### src/rtl/queue_bank.sv
// queue_bank: bank of NUM_REQS circular FIFOs, one per arbiter requestor.
// Pushes are steered into a queue by in_id; the arbiter sees one request bit
// per non-empty queue and pops with a one-hot grant. The popped packet shows
// up one cycle after the grant.
//
// Ports:
//   clk       single clock, rising edge
//   rst       synchronous active-low reset
//   in_valid  push request
//   in_id     target queue of the push
//   in_data   push payload
//   in_rdy    push accepted when in_valid & in_rdy
//   reqs      bit i set while queue i holds at least one entry
//   gnt       one-hot pop request from the arbiter
//   out_valid one-cycle pulse, popped packet valid
//   out_id    queue the popped packet came from (held when idle)
//   out_data  popped payload (held when idle)
//   err       sticky: grant to an empty queue or non-one-hot grant
//   drop_cnt  saturating count of discarded pushes
//
// Compile-time option QUEUE_BANK_DROP_EN: in_rdy is tied high and pushes to a
// full queue are discarded and counted in drop_cnt. Without it, in_rdy
// back-pressures on a full target queue and drop_cnt stays 0.
module queue_bank #(
   parameter int NUM_REQS = 4,
   parameter int DWID     = 8,
   parameter int DEPTH    = 4,
   parameter int CNTWID   = $clog2(NUM_REQS)
) (
   input  logic                clk,
   input  logic                rst,
   input  logic                in_valid,
   input  logic [CNTWID-1:0]   in_id,
   input  logic [DWID-1:0]     in_data,
   output logic                in_rdy,
   output logic [NUM_REQS-1:0] reqs,
   input  logic [NUM_REQS-1:0] gnt,
   output logic                out_valid,
   output logic [CNTWID-1:0]   out_id,
   output logic [DWID-1:0]     out_data,
   output logic                err,
   output logic [7:0]          drop_cnt
);

   localparam int PW = $clog2(DEPTH);
   localparam int CW = PW + 1;

   logic [DWID-1:0]     mem   [NUM_REQS][DEPTH];
   logic [PW-1:0]       head  [NUM_REQS];
   logic [PW-1:0]       tail  [NUM_REQS];
   logic [CW-1:0]       count [NUM_REQS];

   logic                full_sel;
   logic                push_do;
   logic                pop_ok;
   logic                gnt_bad;
   logic [CNTWID-1:0]   pop_id;
   logic [NUM_REQS-1:0] push_vec;
   logic [NUM_REQS-1:0] pop_vec;

   // reqs depends only on registered counts, never on gnt or in_valid.
   always_comb begin
      reqs = '0;
      for (int i = 0; i < NUM_REQS; i++)
         reqs[i] = (count[i] != '0);
   end

   // Fullness of the addressed queue; an id with no queue behind it reads as
   // full so it can never be written.
   always_comb begin
      full_sel = 1'b1;
      for (int i = 0; i < NUM_REQS; i++)
         if (in_id == CNTWID'(i))
            full_sel = (count[i] == CW'(DEPTH));
   end

`ifdef QUEUE_BANK_DROP_EN
   assign in_rdy = 1'b1;
`else
   assign in_rdy = ~full_sel;
`endif

   // Full is judged on the current count, so a same-cycle pop never makes
   // room for a push into a full queue.
   assign push_do = in_valid & ~full_sel;
   assign pop_ok  = $onehot(gnt) && ((gnt & reqs) != '0);
   assign gnt_bad = (gnt != '0) && !pop_ok;

   always_comb begin
      pop_id   = '0;
      push_vec = '0;
      pop_vec  = pop_ok ? gnt : '0;
      for (int i = 0; i < NUM_REQS; i++) begin
         if (gnt[i])
            pop_id = CNTWID'(i);
         push_vec[i] = push_do && (in_id == CNTWID'(i));
      end
   end

   // Payload storage carries no reset; pointers decide what is live.
   always_ff @(posedge clk) begin
      for (int i = 0; i < NUM_REQS; i++)
         if (rst && push_vec[i])
            mem[i][tail[i]] <= in_data;
   end

   always_ff @(posedge clk) begin
      if (!rst) begin
         for (int i = 0; i < NUM_REQS; i++) begin
            head[i]  <= '0;
            tail[i]  <= '0;
            count[i] <= '0;
         end
         out_valid <= 1'b0;
         out_id    <= '0;
         out_data  <= '0;
         err       <= 1'b0;
      end else begin
         out_valid <= pop_ok;
         if (pop_ok) begin
            out_id   <= pop_id;
            out_data <= mem[pop_id][head[pop_id]];
         end
         if (gnt_bad)
            err <= 1'b1;
         for (int i = 0; i < NUM_REQS; i++) begin
            if (push_vec[i])
               tail[i] <= tail[i] + PW'(1);
            if (pop_vec[i])
               head[i] <= head[i] + PW'(1);
            count[i] <= count[i] + CW'(push_vec[i]) - CW'(pop_vec[i]);
         end
      end
   end

`ifdef QUEUE_BANK_DROP_EN
   always_ff @(posedge clk) begin
      if (!rst)
         drop_cnt <= '0;
      else if (in_valid && full_sel && (drop_cnt != 8'hFF))
         drop_cnt <= drop_cnt + 8'd1;
   end
`else
   assign drop_cnt = '0;
`endif

endmodule
### config.mk
export PLATFORM = sky130hd
export DESIGN_NAME = queue_bank
export DESIGN_NICKNAME = d
export VERILOG_FILES = /design/src/rtl/queue_bank.sv
export SDC_FILE = /design/constraint.sdc
export NUM_CORES = 1
export LEC_CHECK = 0
export BUFFER_PORTS_ARGS = -buffer_cell sky130_fd_sc_hd__clkbuf_2
export CAP_MARGIN = 20
export CORE_ASPECT_RATIO = 1.1
export CORE_MARGIN = 4
export CORE_UTILIZATION = 45
export CTS_BUF_LIST = sky130_fd_sc_hd__clkbuf_2 sky130_fd_sc_hd__clkbuf_4 sky130_fd_sc_hd__clkbuf_8
export DETAILED_ROUTE_END_ITERATION = 10
export PLACE_DENSITY_LB_ADDON = 0.25
export SLEW_MARGIN = 5
export SYNTH_ARGS = -nofsm -noshare
export SYNTH_HDL_FRONTEND = slang
export SYNTH_SLANG_ARGS = --single-unit
### constraint.sdc
create_clock -name clk -period 4.62 [get_ports clk]
set_clock_uncertainty 0.2 [all_clocks]
set_input_delay 0.462 -clock clk [delete_from_list [all_inputs] [get_ports clk]]
set_output_delay 0.462 -clock clk [all_outputs]
set_load 0.1 [all_outputs]
Yosys cells after proc, flatten, opt, wreduce, memory -nomap -nowiden
Memory sizes are Yosys's and may differ from the RTL's.
Index checks and enable logic that the tools add are counted.
Cells by class
  div/mod/pow operators: 0
  order comparisons: 9
  bitwise gates (word level): 20
  mux-type cells: 74
  add/sub/neg operators: 19
  equality and inequality tests: 8
  shift-type cells: 0
  reduce and logical (&&, ||, !) cells: 25
  multiply operators: 0
Operators with widths (count)
  2-to-1 mux 32 bit: 10
  OR reduction 32 bit: 3
  demux 8 bit (select 2 bit): 4
  2-to-1 mux 8 bit: 6
  2-to-1 mux 1 bit: 35
  2-to-1 mux 2 bit: 13
  adder 2 x 1 -> 2 bit, second input constant: 8
  binary-select mux 8 bit (select 2 bit): 1
  greater-or-equal comparator 3 bit, second input constant: 5
  inverter 2 -> 3 bit: 5
  logical AND 1 bit: 14
  adder 3 x 1 -> 3 bit: 4
  equality test 3 bit, second input constant: 4
  less-than comparator 3 x 1 -> 1 bit, second input constant: 4
  2-to-1 mux 3 bit: 4
  OR 1 bit: 12
  nonzero test 3 bit: 4
  subtractor 3 x 1 -> 3 bit: 4
  nonzero test 4 bit: 2
  adder 1 x 1 -> 2 bit: 2
  AND 4 bit: 1
  equality test 2 bit, second input constant: 2
  2-to-1 mux 4 bit: 1
  adder 2 x 2 -> 3 bit: 1
  other kinds (6): 6
Storage, ports and cells
  RAM bits: 156
  bits in read-only memories: 0
  bits in latches: 0
  memories: 4
  register bits: 12
  input bits: 17
  word-level logic and storage cells: 163
Memories
  mem: depth 4, bits a word 32, rd ports 1, clocked after Yosys merged registers in 0, wr ports 1, line 48  | logic [DWID-1:0] mem [NUM_REQS][DEPTH];
  count: depth 4, bits a word 3, rd ports 4, clocked after Yosys merged registers in 0, wr ports 4, line 51  | logic [CW-1:0] count [NUM_REQS];
  head: depth 4, bits a word 2, rd ports 5, clocked after Yosys merged registers in 0, wr ports 4, line 49  | logic [PW-1:0] head [NUM_REQS];
  tail: depth 4, bits a word 2, rd ports 4, clocked after Yosys merged registers in 0, wr ports 4, line 50  | logic [PW-1:0] tail [NUM_REQS];

Depth between registers and ports, before layout
An unclocked memory read counts as a cell.
  word-level depth: 16
  mapped depth: 19

Worst setup path before layout
OpenSTA, ideal clock, no wires.
  kind: input to register
  from: input gnt[3]
  to: memory count[2][2] (netlist name)
  library setup time: 0.115 ns
  slack: 0.498 ns
  path buffers: 3
  cell stages on the path: 17
  data arrival time: 3.808 ns
  path through: clkbuf_1 clkinv_1 buf_1 fa_1 inv_1 ha_1 ha_1 nor2_1 nand2_1 a21oi_1 buf_2 nand2_1 or2_2 fa_1 xnor2_1 xnor2_1 and2_1
RTL lines
  start, declared: line 37  | input logic [NUM_REQS-1:0] gnt,
  end, declared: line 51

==> flow_metrics.env <==
export IMPL_r2r_slack_ns=1.90
export IMPL_root_buffer="clkbuf_8"
export IMPL_synth_most_common_cell="edfxtp_1"
export IMPL_drc=0
export IMPL_grt_util_met2_pct=28.6
export IMPL_die_h_microns=141
export IMPL_synth_top_cells_by_count="edfxtp_1, a22oi_1, o21ai_0"
export IMPL_synth_cells=507
export IMPL_crit_path_max_fanout=6
export IMPL_finalSetupViolations=0
export IMPL_dp_cells=720
export IMPL_power_mw=3.78
export IMPL_nFillCells=1347
export IMPL_drtIter0Drc=407
export IMPL_synth_area_sq_um=7190
export IMPL_synth_edf_count=144
export IMPL_drv_slew=0
export IMPL_busiest_layer="met2"
export IMPL_crit_type="input pin to flip-flop"
export IMPL_critPathLaunchType="input pin"
export IMPL_htree_levels=4
export IMPL_relSlewSlack_pct=31.7
export IMPL_cp_slowest_stage_delay_ns=0.54
export IMPL_ios=42
export IMPL_fp_coreArea_sq_um=15700
export IMPL_dpl_hpwl_microns=9980
export IMPL_cts_buffer_depth=2
export IMPL_max_freq_mhz=300
export IMPL_cts_repair_resized=0
export IMPL_power_switching_mw=1.31
export IMPL_worstMarginPinSlew_ns=1.03
export IMPL_avgRoutedWirePerCell_microns=20.6
export IMPL_via_per_inst=5.64
export IMPL_cts_buffers=17
export IMPL_cp_data_required_time_ns=4.76
export IMPL_start_util_pct=45.9
export IMPL_routed_wl_microns=15500
export IMPL_fin_tns_setup_ns=0
export IMPL_met1_usage_pct=23.3
export IMPL_cts_tree="done"
export IMPL_gr_total_overflow=0
export IMPL_swShare_pct=34.6
export IMPL_crit_path_end_kind="flip-flop"
export IMPL_grt_use_total_pct=17.7
export IMPL_first_global_vias=4150
export IMPL_antenna_found_initial=0
export IMPL_synth_area_leader_cell="edfxtp_1"
export IMPL_synth_main_ff_cell="edfxtp_1"
export IMPL_ir_drop_mv=0.254
export IMPL_slowest_stage="fa_1"
export IMPL_drv_cap=0
export IMPL_final_cells=753
export IMPL_synth_area_leaders="edfxtp_1, dfxtp_1, ha_1"
export IMPL_hold_viol_final=0
export IMPL_synth_distinct_cells=50
export IMPL_p_clk_share_pct=27.1
export IMPL_p_seq_share_pct=47.4
export IMPL_syn_area_per_cell_sq_um=14.2
export IMPL_power_frac_comb_pct=25.6
export IMPL_period_minus_slack_ns=3.33
export IMPL_leakage_nw=2.91
export IMPL_internal_power_mw=2.47
export IMPL_cts_reportedPaths_clkPinSlew_ns=0.09
export IMPL_cts_hold_repair_buffers=0
export IMPL_fin_crit_sh_pct=72.1
export IMPL_ys_seq_area_share_pct=66.8
export IMPL_grtUsageMet3_pct=4.02
export IMPL_post_cts_buffers=0
export IMPL_ant_nets=0
export IMPL_vias=4250
export IMPL_diodes=0
export IMPL_worstPathArrival_ns=3.47
export IMPL_nNetsFinal=585
export IMPL_power_density_nw_per_um2=477
export IMPL_synth_seq_cells=168
export IMPL_fp_dieW_microns=129
export IMPL_drtPass1Iterations=5
export IMPL_drive_gt1_share_pct=16.3
export IMPL_fin_util_pct=50.5
export IMPL_gp_congestion=0.801
export IMPL_grt_max_degree=61
export IMPL_worstSkewPairLatency_ns=0.45
export IMPL_clkSinkCount=168
export IMPL_netlist_area_leader_share_pct=60.1
export IMPL_grt_pass1_wl_microns=23900
export IMPL_status="finished clean"
export IMPL_yosys_warnings=0
export IMPL_row_count=48
export IMPL_hold_ws_ns=0.197
export IMPL_path_cells="clkbuf_2, inv_1, fa_1, inv_1, ha_1, ha_1, nor2_1, nand2_1, a21oi_2, nand2_1, xnor2_1, ha_1, fa_1, xnor2_1, xnor2_1, and2_1"
export IMPL_numPortBuffers=33
export IMPL_area_growth_pct=10.1
export IMPL_hold_path_class="input pin to flip-flop"
export IMPL_dieArea_sq_um=18100
export IMPL_rsz0062_at_grt="no"
export IMPL_ys_async_sr_fraction_pct=0
-- power by group through the flow --
stage               Sequential (mW)  Clock, mW  Combinational (mW)
floorplan                      1.99          0               0.609
global placement               1.82          0               0.949
detailed placement             1.82          0               0.970
CTS                            1.79       1.04               0.973
global route                   1.80       1.10                1.03
finish                         1.79       1.02               0.967
-- through the flow --
stage          area [sq um]  worst slack, ns
2_1_floorplan          7220            0.498
3_3_place_gp           7520            0.953
3_5_place_dp           7520            0.828
4_1_cts                7910             1.30
5_1_grt                7920             1.11
6_report               7920             1.29
-- cells by family after synthesis --
kind of cell | Yosys count | synth area share (%)
buffers and inverters | 54 | 3.50
xor gates and xnor gates | 16 | 1.95
DFF | 168 | 66.8
AOI/OAI and AO/OA | 113 | 10.9
and+or+nand+nor | 104 | 7.85
muxes | 23 | 3.53
other | 1 | 0.0522
adders and majority gates | 28 | 5.39
-- worst max-delay path, delay by kind of cell --
family          cells  cell delay [ns]
simple gates        4             0.46
buf+inv             3             0.25
xor+xnor            3             0.48
fa+ha+maj           5             1.60
compound gates      1             0.21
-- layer usage --
metal / part of all wire [%] / wire length [microns] / vias up
met1: 43 / 6680 / 2095
met2: 49 / 7600 / 152
met4: 2.6 / 406 / 0
met3: 5.3 / 818 / 31
met5: 0 / 0 / -
li1: - / - / 1972
-- sequential cells by signal (all words and copies together), names as in the netlist --
signal	count
count	12
tail	8
out_valid	1
out_id	2
mem	128
out_data	8
head	8
err	1
-- area by class of cell --
type | count | area, sq um | area share (%)
Timing Repair Buffer | 44 | 245 | 3.10
Clock inverter | 12 | 126 | 1.60
Multi-Input combinational cell | 292 | 2160 | 27.3
Inverter | 17 | 63.8 | 0.806
Sequential cell | 168 | 4800 | 60.7
Tap cell | 200 | 250 | 3.16
Clock buffer | 20 | 263 | 3.32
-- final timing paths --
path,endpoint,cells after the start,from
worst max-delay path,count[1][2],16,gnt[0]
worst min-delay path,mem[0][11],1,in_data[3]
worst max register to register,count[1][2],10,count[1][0]
worst min register to register,err,1,err
-- cell usage in the layout (no fill, tap or decap), types with 5 or more instances in the layout --
cell      count
a22oi_1      30
nand2_1      21
o22ai_1      13
conb_1        8
and2_1       13
fa_1          5
nor2_1       15
mux2_2        5
dfxtp_1      24
inv_1        16
edfxtp_1    144
o21ai_0      26
a211oi_1     12
ha_1         23
xnor2_1      15
a31oi_1       7
buf_4        10
mux2i_1      16
nand2b_1      8
clkbuf_8     18
and3_1       24
a21oi_1       5
clkbuf_2     34
Power figures use the tool's default switching activity.
